File: src/rtl/efuse_bank_ctrl.sv
// Multi-bank efuse controller: boot-loads every bank into a shadow register,
// then serves bank-addressed program/read requests. Programming skips zero
// bits and is followed by a read-back verify against (data_in | shadow).
// BANK_W may be wider than clog2(BANKS); such out-of-range indices are
// acknowledged and completed without touching the macro.
module efuse_bank_ctrl #(
  parameter int DATA_W  = 32,
  parameter int BANKS   = 4,
  parameter int BANK_W  = 2,
  parameter int T_SETUP = 1,
  parameter int T_RD    = 2,
  parameter int T_PGM   = 10
) (
  input  logic                    clk,
  input  logic                    rst_n,
  input  logic                    wr,
  input  logic                    rd,
  input  logic [BANK_W-1:0]       bank,
  input  logic [DATA_W-1:0]       data_in,
  output logic                    ack,
  output logic                    done,
  output logic                    busy,
  output logic [DATA_W-1:0]       data_out,
  output logic                    verr,
  output logic                    boot_done,
  output logic [BANKS*DATA_W-1:0] shadow_out,
  output logic                    pgenb,
  output logic                    strobe,
  output logic                    nr,
  input  logic                    q,
  output logic [DATA_W-1:0]       we,
  output logic [BANKS-1:0]        bank_en
);

  localparam int IDX_W  = (DATA_W > 1) ? $clog2(DATA_W) : 1;
  localparam int BSEL_W = (BANKS > 1) ? $clog2(BANKS) : 1;
  localparam int TMAX   = (T_PGM > T_RD) ? ((T_PGM > T_SETUP) ? T_PGM : T_SETUP)
                                         : ((T_RD > T_SETUP) ? T_RD : T_SETUP);
  localparam int CNT_W  = (TMAX > 1) ? $clog2(TMAX) : 1;

  localparam logic [CNT_W-1:0]  SETUP_END = CNT_W'(T_SETUP - 1);
  localparam logic [CNT_W-1:0]  RD_END    = CNT_W'(T_RD - 1);
  localparam logic [CNT_W-1:0]  PGM_END   = CNT_W'(T_PGM - 1);
  localparam logic [IDX_W-1:0]  LAST_BIT  = IDX_W'(DATA_W - 1);
  localparam logic [BSEL_W-1:0] LAST_BANK = BSEL_W'(BANKS - 1);
  localparam logic [BANK_W:0]   BANKS_L   = (BANK_W + 1)'(BANKS);

  typedef enum logic [3:0] {
    BOOT, IDLE, P_SETUP, P_STROBE, P_HOLD, R_SETUP, R_STROBE, R_HOLD, CHECK, FIN
  } state_t;

  typedef enum logic [1:0] {OP_BOOT, OP_RD, OP_WR} op_t;

  state_t                         state;
  op_t                            op;
  logic [BANK_W-1:0]              bank_q;
  logic [DATA_W-1:0]              wdata;
  logic [DATA_W-1:0]              rdata;
  logic [IDX_W-1:0]               idx;
  logic [CNT_W-1:0]               cnt;
  logic [BANKS-1:0][DATA_W-1:0]   shadow;

  logic [BSEL_W-1:0]              bsel;
  logic [IDX_W-1:0]               nxt_idx;
  logic                           last_bit;
  logic                           bank_ok;
  logic                           pgm_adv;

  function automatic logic [DATA_W-1:0] bit_sel(input logic [IDX_W-1:0] i);
    return DATA_W'(1) << i;
  endfunction

  function automatic logic [BANKS-1:0] bank_sel(input logic [BSEL_W-1:0] b);
    return BANKS'(1) << b;
  endfunction

  assign shadow_out = shadow;
  assign bsel       = bank_q[BSEL_W-1:0];
  assign nxt_idx    = idx + 1'b1;
  assign last_bit   = (idx == LAST_BIT);
  assign bank_ok    = ({1'b0, bank} < BANKS_L);

  // A program slot ends after its hold cycle, or at once when the bit is zero.
  always_comb begin
    pgm_adv = 1'b0;
    if (state == P_HOLD)                    pgm_adv = 1'b1;
    else if (state == P_SETUP && !wdata[idx]) pgm_adv = 1'b1;
  end

  // Controller FSM; every macro pin and handshake output is registered here.
  always_ff @(posedge clk or negedge rst_n) begin
    if (!rst_n) begin
      state     <= BOOT;
      op        <= OP_BOOT;
      bank_q    <= '0;
      wdata     <= '0;
      rdata     <= '0;
      idx       <= '0;
      cnt       <= '0;
      shadow    <= '0;
      ack       <= 1'b0;
      done      <= 1'b0;
      busy      <= 1'b1;
      data_out  <= '0;
      verr      <= 1'b0;
      boot_done <= 1'b0;
      pgenb     <= 1'b1;
      strobe    <= 1'b0;
      nr        <= 1'b0;
      we        <= '0;
      bank_en   <= '0;
    end else begin
      ack  <= 1'b0;
      done <= 1'b0;
      case (state)
        BOOT: begin
          op      <= OP_BOOT;
          bank_q  <= '0;
          idx     <= '0;
          cnt     <= '0;
          nr      <= 1'b1;
          pgenb   <= 1'b1;
          we      <= bit_sel('0);
          bank_en <= bank_sel('0);
          state   <= R_SETUP;
        end
        IDLE: begin
          if (wr || rd) begin
            ack    <= 1'b1;
            busy   <= 1'b1;
            bank_q <= bank;
            wdata  <= data_in;
            idx    <= '0;
            cnt    <= '0;
            op     <= wr ? OP_WR : OP_RD;
            if (wr) verr <= !bank_ok;
            if (!bank_ok) begin
              state <= FIN;
            end else if (wr) begin
              pgenb   <= 1'b0;
              nr      <= 1'b0;
              we      <= data_in[0] ? bit_sel('0) : '0;
              bank_en <= bank_sel(bank[BSEL_W-1:0]);
              state   <= P_SETUP;
            end else begin
              nr      <= 1'b1;
              we      <= bit_sel('0);
              bank_en <= bank_sel(bank[BSEL_W-1:0]);
              state   <= R_SETUP;
            end
          end
        end
        P_SETUP, P_HOLD: begin
          if (pgm_adv) begin
            cnt <= '0;
            if (last_bit) begin
              // Word programmed: switch straight into the verify read.
              idx   <= '0;
              pgenb <= 1'b1;
              nr    <= 1'b1;
              we    <= bit_sel('0);
              state <= R_SETUP;
            end else begin
              idx   <= nxt_idx;
              we    <= wdata[nxt_idx] ? bit_sel(nxt_idx) : '0;
              state <= P_SETUP;
            end
          end else if (cnt == SETUP_END) begin
            cnt    <= '0;
            strobe <= 1'b1;
            state  <= P_STROBE;
          end else begin
            cnt <= cnt + 1'b1;
          end
        end
        P_STROBE: begin
          if (cnt == PGM_END) begin
            cnt    <= '0;
            strobe <= 1'b0;
            state  <= P_HOLD;
          end else begin
            cnt <= cnt + 1'b1;
          end
        end
        R_SETUP: begin
          if (cnt == SETUP_END) begin
            cnt    <= '0;
            strobe <= 1'b1;
            state  <= R_STROBE;
          end else begin
            cnt <= cnt + 1'b1;
          end
        end
        R_STROBE: begin
          if (cnt == RD_END) begin
            cnt        <= '0;
            strobe     <= 1'b0;
            rdata[idx] <= q;
            state      <= R_HOLD;
          end else begin
            cnt <= cnt + 1'b1;
          end
        end
        R_HOLD: begin
          cnt <= '0;
          if (!last_bit) begin
            idx   <= nxt_idx;
            we    <= bit_sel(nxt_idx);
            state <= R_SETUP;
          end else begin
            idx     <= '0;
            nr      <= 1'b0;
            we      <= '0;
            bank_en <= '0;
            case (op)
              OP_BOOT: begin
                shadow[bsel] <= rdata;
                if (bsel == LAST_BANK) begin
                  boot_done <= 1'b1;
                  busy      <= 1'b0;
                  state     <= IDLE;
                end else begin
                  bank_q  <= bank_q + 1'b1;
                  nr      <= 1'b1;
                  we      <= bit_sel('0);
                  bank_en <= bank_sel(bsel + 1'b1);
                  state   <= R_SETUP;
                end
              end
              OP_RD: begin
                shadow[bsel] <= rdata;
                data_out     <= rdata;
                done         <= 1'b1;
                busy         <= 1'b0;
                state        <= FIN;
              end
              default: state <= CHECK;
            endcase
          end
        end
        CHECK: begin
          verr         <= (rdata != (wdata | shadow[bsel]));
          shadow[bsel] <= rdata;
          data_out     <= rdata;
          done         <= 1'b1;
          busy         <= 1'b0;
          state        <= FIN;
        end
        FIN: begin
          // Out-of-range requests arrive here without done; raise it now.
          if (!done) begin
            done <= 1'b1;
            busy <= 1'b0;
          end else begin
            state <= IDLE;
          end
        end
        default: state <= IDLE;
      endcase
    end
  end

endmodule
File: config.mk
export PLATFORM = sky130hd
export DESIGN_NAME = efuse_bank_ctrl
export DESIGN_NICKNAME = d
export VERILOG_FILES = /design/src/rtl/efuse_bank_ctrl.sv
export SDC_FILE = /design/constraint.sdc
export NUM_CORES = 1
export LEC_CHECK = 0
export BUFFER_PORTS_ARGS = -buffer_cell sky130_fd_sc_hd__buf_2
export CORE_MARGIN = 4
export CORE_UTILIZATION = 40
export CTS_BUF_LIST = sky130_fd_sc_hd__clkbuf_4
export DETAILED_ROUTE_END_ITERATION = 10
export SYNTH_ARGS = -nofsm -noshare
export SYNTH_HDL_FRONTEND = slang
export SYNTH_SLANG_ARGS = --single-unit
File: constraint.sdc
create_clock -name clk -period 3 [get_ports clk]
set_input_delay 0.6 -clock clk [delete_from_list [all_inputs] [get_ports clk]]
set_output_delay 0.6 -clock clk [all_outputs]
set_load 0.02 [all_outputs]
# Word level (Yosys, flattened, before mapping)

Index checks and enable logic that the tools add are counted.

Bitwise operators: 1
$lt $le $gt $ge: 5
Muxes and demuxes: 95
Shift-type cells: 3
Add/sub/neg operators: 3
Reductions and logical operators: 36
Equal/unequal tests: 33

Operator list:

| operator               | count |
|---|---|
| $mux W32               | 9 |
| $mux W128              | 2 |
| $pmux W128 S2          | 1 |
| $bwmux W128            | 1 |
| $pmux W32 S4           | 1 |
| $mux W4                | 17 |
| $bmux W32 S2           | 1 |
| $demux W32 S2          | 1 |
| $pmux W32 S2           | 1 |
| $pmux W4 S9            | 1 |
| $bwmux W32             | 1 |
| $ne A32 B32 Y1         | 1 |
| $or A32 B32 Y32        | 1 |
| $shl A1 B5 Y32 const A | 1 |
| $mux W1                | 31 |
| $ne A2 B2 Y1 const B   | 15 |
| $pmux W4 S6            | 1 |
| $pmux W5 S4            | 1 |
| $eq A4 B3 Y1 const B   | 4 |
| $mux W5                | 3 |
| $reduce_and A3 Y1      | 5 |
| $reduce_and A5 Y1      | 3 |
| $eq A4 B4 Y1 const B   | 3 |
| $lt A5 B6 Y1 const B   | 2 |
| other kinds (37)       | 69 |

Input bits: 39
Word-level logic and storage cells: 198
Output and inout bits: 204
Flip-flop bits (word level): 285

# Depth between registers and ports, before layout

Gate-level depths: netlist (run 1).

Word-level depth: 8
Mapped depth: 11
Mapped depth without buffers: 9

# Least setup slack after synthesis (run 1)

No wires, ideal clock.

Path kind: flip-flop to flip-flop
From: register idx[0]
To: register we[22]
Setup time: 0.128 ns
Cell stages (with the launch flop): 12
Path buffers: 3
Slack: 0.282 ns
Period minus slack after synthesis: 2.718 ns
Arrival time: 2.590 ns
Required time: 2.872 ns
Cell sequence: dfrtp_1 > buf_6 > buf_4 > inv_1 > ha_1 > buf_1 > mux4_1 > mux4_2 > nand2_2 > o221ai_4 > nand4b_4 > o21ai_0

Cells in the longest elaborated chain, start to end: 8
Elaborated cells between the ends (all ways): 18
Those cells by class: 1 x add/sub; 2 x eq/ne; 1 x shift; 11 x mux; 3 x reduce/logical

Ends and longest elaborated chain:

| what                                                  | line | source |
|---|---|---|
| start: declaration                                    | 59   | `logic [IDX_W-1:0] idx;` |
| start signal: assignment                              | 164  | `idx <= nxt_idx;` |
| start signal: assignment                              | 207  | `idx <= nxt_idx;` |
| branches (longest 8 deep; another with $add A5 B1 Y5) | -    |  |
| end signal: assignment                                | 123  | `we <= bit_sel('0);` |
| end signal: assignment                                | 142  | `we <= data_in[0] ? bit_sel('0) : '0;` |
| end signal: assignment                                | 147  | `we <= bit_sel('0);` |
| end: declaration                                      | 31   | `output logic [DATA_W-1:0] we,` |

Several ways; the timed one is not identified. The select of a mux whose other input is x is not followed.
A chain may end at the register's enable or synchronous reset.

# Final worst setup path (run 1)

From: register idx[0]
To: register shadow (netlist bit shadow_out[2])

Cells in the longest elaborated chain, start to end: 3

Ends and longest elaborated chain:

| what                               | line | source |
|---|---|---|
| $eq A5 B5 Y1                       | 80   | `assign last_bit = (idx == LAST_BIT);` |
| $ne A2 B2 Y1 (no source line)      | -    |  |
| $reduce_and A3 Y1 (no source line) | -    |  |
| end signal: indexed assignment     | 217  | `shadow[bsel] <= rdata;` |
| end signal: indexed assignment     | 231  | `shadow[bsel] <= rdata;` |
| end signal: indexed assignment     | 243  | `shadow[bsel] <= rdata;` |
| end: declaration                   | 61   | `logic [BANKS-1:0][DATA_W-1:0] shadow;` |

No other way between the ends.

==> impl_metrics.env, run 1 <==
export IMPL_rsz0062_at_grt="no"
export IMPL_gr_usage_all_layers_pct=21.52
export IMPL_synth_async_reset_ratio_pct=100.0
export IMPL_worstHoldStart="data_in[26]"
export IMPL_port_buffers=242
export IMPL_fp_dieH_um=192.6
export IMPL_timing_hold_violations_final=0
export IMPL_worst_hold_path_num_cells=2
export IMPL_pin_count_of_the_biggest_net_entering_global_routing=59
export IMPL_synthesis_nets=1096
export IMPL_nets=1403
export IMPL_timing_hold_worst_endpoint="wdata[26]"
export IMPL_drt_wl_total_mm=39.23
export IMPL_synth_edff_count=0
export IMPL_syn_inst=1040
export IMPL_power_uw=12280
export IMPL_wire_length_of_the_first_global_routing_pass_mm=61.42
export IMPL_setup_viol=0
export IMPL_routed_via_count=9707
export IMPL_synth_warning_count=0
export IMPL_globalplace_congestion=0.8517
export IMPL_cts_sinks=285
export IMPL_cts_htree_levels=3
export IMPL_outcome="finished clean"
export IMPL_dr_pass1_iters=5
export IMPL_fin_tns_setup_ns=0
export IMPL_cellPowerDensity_nw_per_um2=743.0
export IMPL_worst_r2r_cell_count=9
export IMPL_worstPathArrival_ns=3.33
export IMPL_floorplan_die_width_um=192.6
export IMPL_worst_slew_pin_transition_ns=0.6833
export IMPL_ys_seq_elements=285
export IMPL_hp_class="input pin to flop"
export IMPL_final_count_of_pins_violating_max_slew=0
export IMPL_relSlewSlack_pct=54.44
export IMPL_cts_tree="done"
export IMPL_grt_pass1_vias=10340
export IMPL_cts_inserted_buffers=81
export IMPL_synth_cell_area_um2=13630
export IMPL_post_route_worst_setup_slack_ns=0.2081
export IMPL_ys_flop_type="dfrtp_1"
export IMPL_critical_path_max_fanout=30
export IMPL_place_worst_setup_slack_ns=0.2076
export IMPL_via_per_inst=5.267
export IMPL_clk_latency_ns=0.70
export IMPL_initial_antenna_violation_count=10
export IMPL_worstSetupEndpointType="flop"
export IMPL_synthToLayoutAreaGrowth_pct=21.24
export IMPL_core_um2=33530
export IMPL_critical_path_startpoint_type="flop"
export IMPL_drt_initial_drc_count=639
export IMPL_fmax_mhz=358.2
export IMPL_setup_clock_skew_after_layout_ns=0.04512
export IMPL_half_perimeter_wire_length_of_the_detailed_placement_result_mm=28.29
export IMPL_hold_slack_ns=0.1315
export IMPL_drc=0
export IMPL_path_class="flop to flop"
export IMPL_yosysSeqAreaShare_pct=52.35
export IMPL_reg2reg_to="shadow_out[2]"
export IMPL_worst_setup_hold_path_clk_slew_ns=0.06
export IMPL_drive_gt1_share_pct=50.00
export IMPL_wl_per_cell_um=21.29
export IMPL_start_util_pct=40.64
export IMPL_reg2reg_slack_ns=0.21
export IMPL_timing_rr_start="idx[0]"
export IMPL_dieArea_um2=37090
export IMPL_required_ns=3.54
export IMPL_p_leak_uw=0.008381
export IMPL_root_buffer="clkbuf_4"
export IMPL_std_cell_rows=67
export IMPL_pin_count=243
export IMPL_grt_overflow_total=0
export IMPL_antenna_left=0
export IMPL_timing_final_crit_share_pct=93.06
export IMPL_finalWorstPathRequiredPeriod_ns=2.792
export IMPL_yosysUniqueCellTypes=68
export IMPL_timing_max_cap_violations=0
export IMPL_longest_clk_path_bufs=3
export IMPL_avgSynthCellArea_um2=13.10
export IMPL_vdd_drop_max_uv=378.0
export IMPL_fin_util_pct=49.27
## worst max-delay path, cell delays in order, from the launching register on
cell	delay (ns)
dfrtp_1	0.39
buf_4	0.22
ha_1	0.30
and3_1	0.20
ha_1	0.25
nand2_1	0.11
o22ai_1	0.42
nand2_2	0.20
buf_12	0.22
mux2_2	0.30
## power breakdown
group | internal [µW] | switching [µW]
Clock | 1790 | 1590
Combinational | 1750 | 2280
Sequential | 4260 | 611
## cell type report
type,count,area (µm²)
Clock inverter,16,97.59
Antenna cell,3,7.507
Timing Repair Buffer,281,1654
Multi-Input combinational cell,685,6176
Tap cell,448,560.5
Clock buffer,112,840.8
Sequential cell,285,7137
Inverter,13,48.80
Fill cell,3122,17010
## sequential cells by signal (all words and copies together) (netlist names), 2 cells and up
register / flops
rdata: 32
we: 32
data_out: 32
cnt: 4
idx: 5
shadow_out: 128
bank_q: 2
op: 2
state: 4
wdata: 32
bank_en: 4
## through the flow
stage	cell area (µm²)	instances
6_report	16520	1843
2_1_floorplan	13630	1040
3_5_place_dp	15560	1711
4_1_cts	16510	1840
5_1_grt	16520	1842
3_3_place_gp	15560	1711
## how the worst max path moves through the flow
stage,start,endpoint,slack (ns),cells past startpoint
after floorplan,idx[0],we[22],0.28,11
after global placement,bank_q[0],verr,0.27,8
after detailed placement,idx[1],we[22],0.21,8
after CTS,idx[1],we[22],0.19,8
after global routing,idx[1],we[22],0.02,8
final,idx[0],shadow_out[2],0.21,9
## cells by family (layout without fill, tap and decap cells)
group | count (synthesis) | after routing | synth area share (%)
AOI/OAI and AO/OA | 111 | 111 | 5.197
xor gates and xnor gates | 39 | 39 | 2.644
adders and majority gates | 17 | 17 | 1.561
buffers and inverters | 70 | 422 | 2.562
DFF | 285 | 285 | 52.35
muxes | 282 | 282 | 27.07
other | 0 | 3 | 0
and+or+nand+nor | 236 | 236 | 8.612
## layer usage
layer,track usage [%],routed length (µm)
met5,0,75
met4,6.802,939
met3,6.512,2755
met2,33.36,18290
met1,29.17,17170
## cells in the final DEF, fill, tap and decap left out, types with 3 or more instances in the layout
master	instances
nor4_1	10
mux4_1	6
and3_1	4
mux2_2	231
buf_2	241
ha_1	17
nand2b_1	7
nand4_1	5
a21oi_1	17
o22ai_1	4
mux4_2	38
nor3_1	4
nand3_1	13
nand2_2	4
o21ai_0	35
buf_12	11
a211oi_1	3
a31oi_1	3
diode_2	3
o211ai_1	3
or3_1	3
nor3b_1	3
clkinv_1	11
nor2_1	55
xnor2_1	23
nand4_4	3
xor2_1	15
dfrtp_1	281
and2_1	6
clkbuf_4	112
inv_1	11
buf_4	27
mux2i_1	6
o21ai_1	20
nand2_1	106
## what timing repair did
| action | in CTS | in global routing |
|---|---|---|
| resized for setup | 0 | 1 |
| endpoints found under the setup margin | 0 | 17 |
| endpoints found under the hold margin | 53 | 0 |
| hold buffers | 1 | 0 |
| buffers inserted | 0 | 0 |
## synth_stat cells, types with 3 or more instances
library cell    n  area share, %
dfrtp_1       283             52
clkbuf_1       18           0.50
a21oi_1        18           0.66
mux2i_1         6           0.44
xor2_1         15           0.96
nand3_1        13           0.48
ha_1           17            1.6
nor4_1         10           0.46
nand2b_1        7           0.32
o211ai_1        3           0.17
a31oi_1         3           0.14
mux4_1          6            1.2
or3_1           3           0.14
xnor2_1        23            1.5
buf_4           5           0.28
o21ai_1        20           0.73
nand4_4         3           0.47
inv_1          11           0.30
mux2_2        231             19
and3_1          4           0.18
o21ai_0        35            1.3
nand4_1         5           0.23
and2_1          6           0.28
a211oi_1        3           0.17
buf_2          29            1.1
nor2_1         56            1.5
o22ai_1         4           0.18
nor3b_1         3           0.17
mux4_2         38            6.3
nor3_1          5           0.18
nand2_1       109            3.0
Power figures use the tool's default switching activity.
==> run 2: changes to the inputs <==
Settings changed: PLACE_DENSITY set to 0.68.
==> impl_metrics.env, run 2 (synthesis results as in run 1) <==
export IMPL_pin_count=243
export IMPL_number_of_hold_repair_buffers_added_at_the_cts_stage=1
export IMPL_fmax_mhz=358.8
export IMPL_timing_rr_start="idx[1]"
export IMPL_gr_usage_all_layers_pct=21.52
export IMPL_layout_cells_most_common="dfrtp_1"
export IMPL_core_um2=33530
export IMPL_hp_class="input pin to flop"
export IMPL_drt_wl_total_mm=39.81
export IMPL_number_of_flip_flops_under_the_largest_register_name=128
export IMPL_dieArea_um2=37090
export IMPL_half_perimeter_wire_length_of_the_detailed_placement_result_mm=28.77
export IMPL_fin_tns_setup_ns=0
export IMPL_worst_r2r_cell_count=8
export IMPL_timing_final_crit_share_pct=92.91
export IMPL_required_ns=3.55
export IMPL_setup_viol=0
export IMPL_worst_slew_pin_transition_ns=0.7639
export IMPL_final_count_of_pins_violating_max_slew=0
export IMPL_grt_met3_usage_pct=6.349
export IMPL_cts_tree="done"
export IMPL_synthToLayoutAreaGrowth_pct=21.49
export IMPL_p_leak_uw=0.008399
export IMPL_worstPathArrival_ns=3.34
export IMPL_antenna_left=0
export IMPL_worst_setup_hold_path_clk_slew_ns=0.07
export IMPL_std_cell_rows=67
export IMPL_wl_per_cell_um=21.46
export IMPL_port_buffers=242
export IMPL_outcome="finished clean"
export IMPL_n_fill_cell=3057
export IMPL_fp_dieH_um=192.6
export IMPL_busiest_layer="met2"
export IMPL_cts_inserted_buffers=79
export IMPL_finalWorstPathRequiredPeriod_ns=2.787
export IMPL_floorplan_die_width_um=192.6
export IMPL_most_common_layout_cells="dfrtp_1, buf_2, mux2_2"
export IMPL_crit_path_cell_trace="inv_1 > ha_1 > mux4_1 > mux4_2 > nand2_2 > o221ai_4 > nand4_4 > o21ai_1"
export IMPL_drt_initial_drc_count=685
export IMPL_initial_antenna_violation_count=9
export IMPL_vdd_drop_max_uv=333.8
export IMPL_reg2reg_slack_ns=0.21
export IMPL_path_class="flop to flop"
export IMPL_timing_max_cap_violations=0
export IMPL_globalplace_congestion=0.8763
export IMPL_routed_via_count=9888
export IMPL_worstHoldStart="data_in[13]"
export IMPL_clk_latency_ns=0.73
export IMPL_grt_pass1_vias=10390
export IMPL_dr_pass1_iters=5
export IMPL_wire_length_of_the_first_global_routing_pass_mm=61.35
export IMPL_cts_sinks=285
export IMPL_start_util_pct=40.64
export IMPL_fin_util_pct=49.38
export IMPL_worstSetupEndpointType="flop"
export IMPL_cts_resized_gates=0
export IMPL_rsz0062_at_grt="no"
export IMPL_worst_path_largest_cell_delay_ns=0.52
export IMPL_grt_use_met2_pct=34.15
export IMPL_relSlewSlack_pct=48.61
export IMPL_drc=0
export IMPL_cpLargestDelayFamily="multiplexers"
export IMPL_critical_path_startpoint_type="flop"
export IMPL_grt_met1_usage_pct=28.34
export IMPL_power_uw=12410
export IMPL_post_cts_setup_buffers=0
export IMPL_via_per_inst=5.330
export IMPL_drive_gt1_share_pct=50.04
export IMPL_grt_overflow_total=0
export IMPL_root_buffer="clkbuf_4"
export IMPL_nets=1404
export IMPL_setup_clock_skew_after_layout_ns=0.06949
export IMPL_worst_hold_path_num_cells=2
export IMPL_timing_hold_worst_endpoint="wdata[13]"
export IMPL_pin_count_of_the_biggest_net_entering_global_routing=86
export IMPL_critical_path_buf_inv_count=1
export IMPL_timing_hold_violations_final=0
export IMPL_critical_path_max_fanout=9
export IMPL_reg2reg_to="we[14]"
export IMPL_cellPowerDensity_nw_per_um2=749.7
export IMPL_longest_clk_path_bufs=3
export IMPL_cts_htree_levels=3
export IMPL_crit_path_slowest_cell="ha_1"
[run 2: changes by cell type in the layout (fill, tap and decap cells not counted), moves of 2 or more]
cell	before	now
buf_4	27	34
inv_6	0	2
inv_2	2	0
clkinv_1	11	14
clkbuf_4	112	117
nand2_1	106	108
buf_12	11	7
nand2_2	4	2
[run 2: layer usage]
metal  part of all wire (%)  routed length (µm)
met5                   0.19                  75
met4                    2.8                1133
met3                    7.4                2946
met2                     48               18980
met1                     42               16680
[run 2: layout make-up]
| class | count | area, µm² | share of cell area [%] |
|---|---|---|---|
| antenna | 2 | 5.005 | 0.03023 |
| clock buffer | 117 | 878.3 | 5.305 |
| clock inverter | 21 | 135.1 | 0.8161 |
| inverter | 13 | 48.80 | 0.2947 |
| multi-input combinational | 685 | 6166 | 37.24 |
| sequential | 285 | 7137 | 43.10 |
| tap | 448 | 560.5 | 3.385 |
| timing repair buffer | 284 | 1627 | 9.824 |
[run 2: worst max-delay path by stage]
stage               from  endpoint  slack (ns)  depth (start not counted)
4_1_cts        bank_q[0]      verr        0.18                          8
3_5_place_dp   bank_q[0]      verr        0.24                          8
2_1_floorplan     idx[0]    we[22]        0.28                         11
6_report          idx[1]    we[14]        0.21                          8
3_3_place_gp   bank_q[0]      verr        0.35                          8
5_1_grt        bank_q[0]      verr        0.05                          8
[run 2: stage by stage]
step | setup WS (ns) | instance area (µm²) | hold slack [ns] | std cells
2_1_floorplan | 0.2821 | 13630 | 0.3044 | 1040
3_3_place_gp | 0.3518 | 15530 | 0.4687 | 1714
3_5_place_dp | 0.2380 | 15530 | 0.4663 | 1714
4_1_cts | 0.1835 | 16550 | 0.07422 | 1853
5_1_grt | 0.05030 | 16560 | 0.08536 | 1855
6_report | 0.2127 | 16560 | 0.1072 | 1855
[run 2: power breakdown]
group          internal (µW)  switching (µW)  total, µW
combinational           1710            2190       3900
clock                   1880            1690       3570
sequential              4260             680       4940
==> run 3: changes to the inputs <==
Settings changed: CELL_PAD_IN_SITES_DETAIL_PLACEMENT set to 1, CELL_PAD_IN_SITES_GLOBAL_PLACEMENT set to 1, PLACE_DENSITY 0.68 to 0.8.
==> impl_metrics.env, run 3 (synthesis results as in run 1) <==
export IMPL_hp_class="input pin to flop"
export IMPL_placement_cell_area_um2=15570
export IMPL_path_class="flop to flop"
export IMPL_half_perimeter_wire_length_of_the_detailed_placement_result_mm=30.66
export IMPL_place_detailed_instances=1710
export IMPL_longest_clk_path_bufs=3
export IMPL_gr_usage_all_layers_pct=23.20
export IMPL_via_per_inst=5.467
export IMPL_pin_count=243
export IMPL_cts_resized_gates=0
export IMPL_grt_met3_usage_pct=7.073
export IMPL_required_ns=3.55
export IMPL_cts_htree_levels=3
export IMPL_vdd_drop_max_uv=318.4
export IMPL_power_uw=12570
export IMPL_timing_max_cap_violations=0
export IMPL_critical_path_startpoint_type="flop"
export IMPL_cellPowerDensity_nw_per_um2=758.1
export IMPL_worst_setup_hold_path_clk_slew_ns=0.07
export IMPL_routed_via_count=10160
export IMPL_n_fill_cell=3655
export IMPL_setup_clock_skew_after_layout_ns=0.06013
export IMPL_root_buffer="clkbuf_4"
export IMPL_globalplace_congestion=0.8657
export IMPL_fp_dieH_um=192.6
export IMPL_clk_latency_ns=0.72
export IMPL_pin_count_of_the_biggest_net_entering_global_routing=77
export IMPL_floorplan_die_width_um=192.6
export IMPL_initial_antenna_violation_count=16
export IMPL_timing_final_crit_share_pct=94.57
export IMPL_relSlewSlack_pct=55.04
export IMPL_finalWorstPathRequiredPeriod_ns=2.837
export IMPL_nets=1403
export IMPL_grt_use_met2_pct=37.08
export IMPL_outcome="finished clean"
export IMPL_number_of_flip_flops_under_the_largest_register_name=128
export IMPL_cts_inserted_buffers=82
export IMPL_worstPathArrival_ns=3.38
export IMPL_critical_path_max_fanout=9
export IMPL_worstSetupEndpointType="flop"
export IMPL_antenna_left=0
export IMPL_drt_wl_total_mm=42.86
export IMPL_final_cell_count_no_fill=1858
export IMPL_std_cell_rows=67
export IMPL_busiest_layer="met2"
export IMPL_synthToLayoutAreaGrowth_pct=21.70
export IMPL_core_um2=33530
export IMPL_wl_per_cell_um=23.07
export IMPL_rsz0062_at_grt="no"
export IMPL_grt_met1_usage_pct=29.26
export IMPL_start_util_pct=40.64
export IMPL_post_route_worst_setup_slack_ns=0.1628
export IMPL_cts_sinks=285
export IMPL_wire_length_of_the_first_global_routing_pass_mm=65.81
export IMPL_fmax_mhz=352.5
export IMPL_dieArea_um2=37090
export IMPL_timing_hold_violations_final=0
export IMPL_worst_slew_pin_transition_ns=0.6744
export IMPL_final_count_of_pins_violating_max_slew=0
export IMPL_setup_viol=0
export IMPL_fin_tns_setup_ns=0
export IMPL_p_leak_uw=0.008404
export IMPL_layout_cells_most_common="dfrtp_1"
export IMPL_most_common_layout_cells="dfrtp_1, buf_2, mux2_2"
export IMPL_drt_initial_drc_count=647
export IMPL_cts_tree="done"
export IMPL_grt_overflow_total=0
export IMPL_drive_gt1_share_pct=49.22
export IMPL_final_cell_area_um2=16580
export IMPL_grt_pass1_vias=11210
export IMPL_drc=0
export IMPL_port_buffers=242
export IMPL_dr_pass1_iters=5
export IMPL_place_worst_setup_slack_ns=0.1803
## run 3: cell types whose count changed in the layout (fill, tap and decap cells not counted), sizes merged
cell | previous run | this run
diode | 2 | 6
buf | 283 | 279
clkinv | 18 | 25
clkinvlp | 2 | 0
clkbuf | 117 | 115
## run 3: critical path, cell delays in order, from the launching register on
cell and delay [ns]:
dfrtp_1 0.49, inv_1 0.19, ha_1 0.53, mux4_1 0.40, mux4_2 0.50, nand2_2 0.10, o221ai_4 0.17, nand4b_4 0.19
o21ai_0 0.12
## run 3: stage by stage
stage               utilization, %  hold slack, ns
floorplan                        -          0.3044
global placement             46.44          0.4614
detailed placement           46.44          0.4621
CTS                          49.41         0.03966
global route                 49.45         0.06462
finish                       49.46          0.1056
## run 3: where the power goes
| part | total [µW] | switching (µW) | internal, µW |
|---|---|---|---|
| registers | 4910 | 651 | 4260 |
| logic | 4140 | 2370 | 1760 |
| clock network | 3530 | 1680 | 1840 |
| total | 12600 | 4710 | 7870 |
## run 3: layout make-up
class,instances,area [µm²],share of cell area (%)
clock buffers,115,863.3,5.206
inverters,13,48.80,0.2942
repair buffers,280,1672,10.08
multi-input cells,685,6163,37.16
diodes,6,15.01,0.09053
flip-flops and latches,285,7137,43.03
well taps,448,560.5,3.380
clock inverters,26,125.1,0.7544
## run 3: metal layers
metal	vias up	part of all wire (%)	wire [µm]
met1	5223	40	17220
met5	-	0.26	113
met3	113	7.4	3190
met4	20	3.3	1417
li1	4429	-	-
met2	372	49	20920
## run 3: repair_timing
| action | 4_1_cts | 5_1_grt |
|---|---|---|
| buffers inserted | 0 | 0 |
| hold buffers | 1 | 0 |
| endpoints found under the hold margin | 72 | 0 |
## run 3: worst paths after layout
path / depth (start not counted) / endpoint / startpoint / slack, ns
worst max-delay path: 8 / we[23] / idx[1] / 0.16
worst min-delay path: 2 / wdata[13] / data_in[13] / 0.11
worst max register to register: 8 / we[23] / idx[1] / 0.16
worst min register to register: 2 / bank_en[1] / bank_en[1] / 0.47
max in group asynchronous: 3 / shadow_out[36] / rst_n / 1.61
min in group asynchronous: 2 / shadow_out[11] / rst_n / 0.49
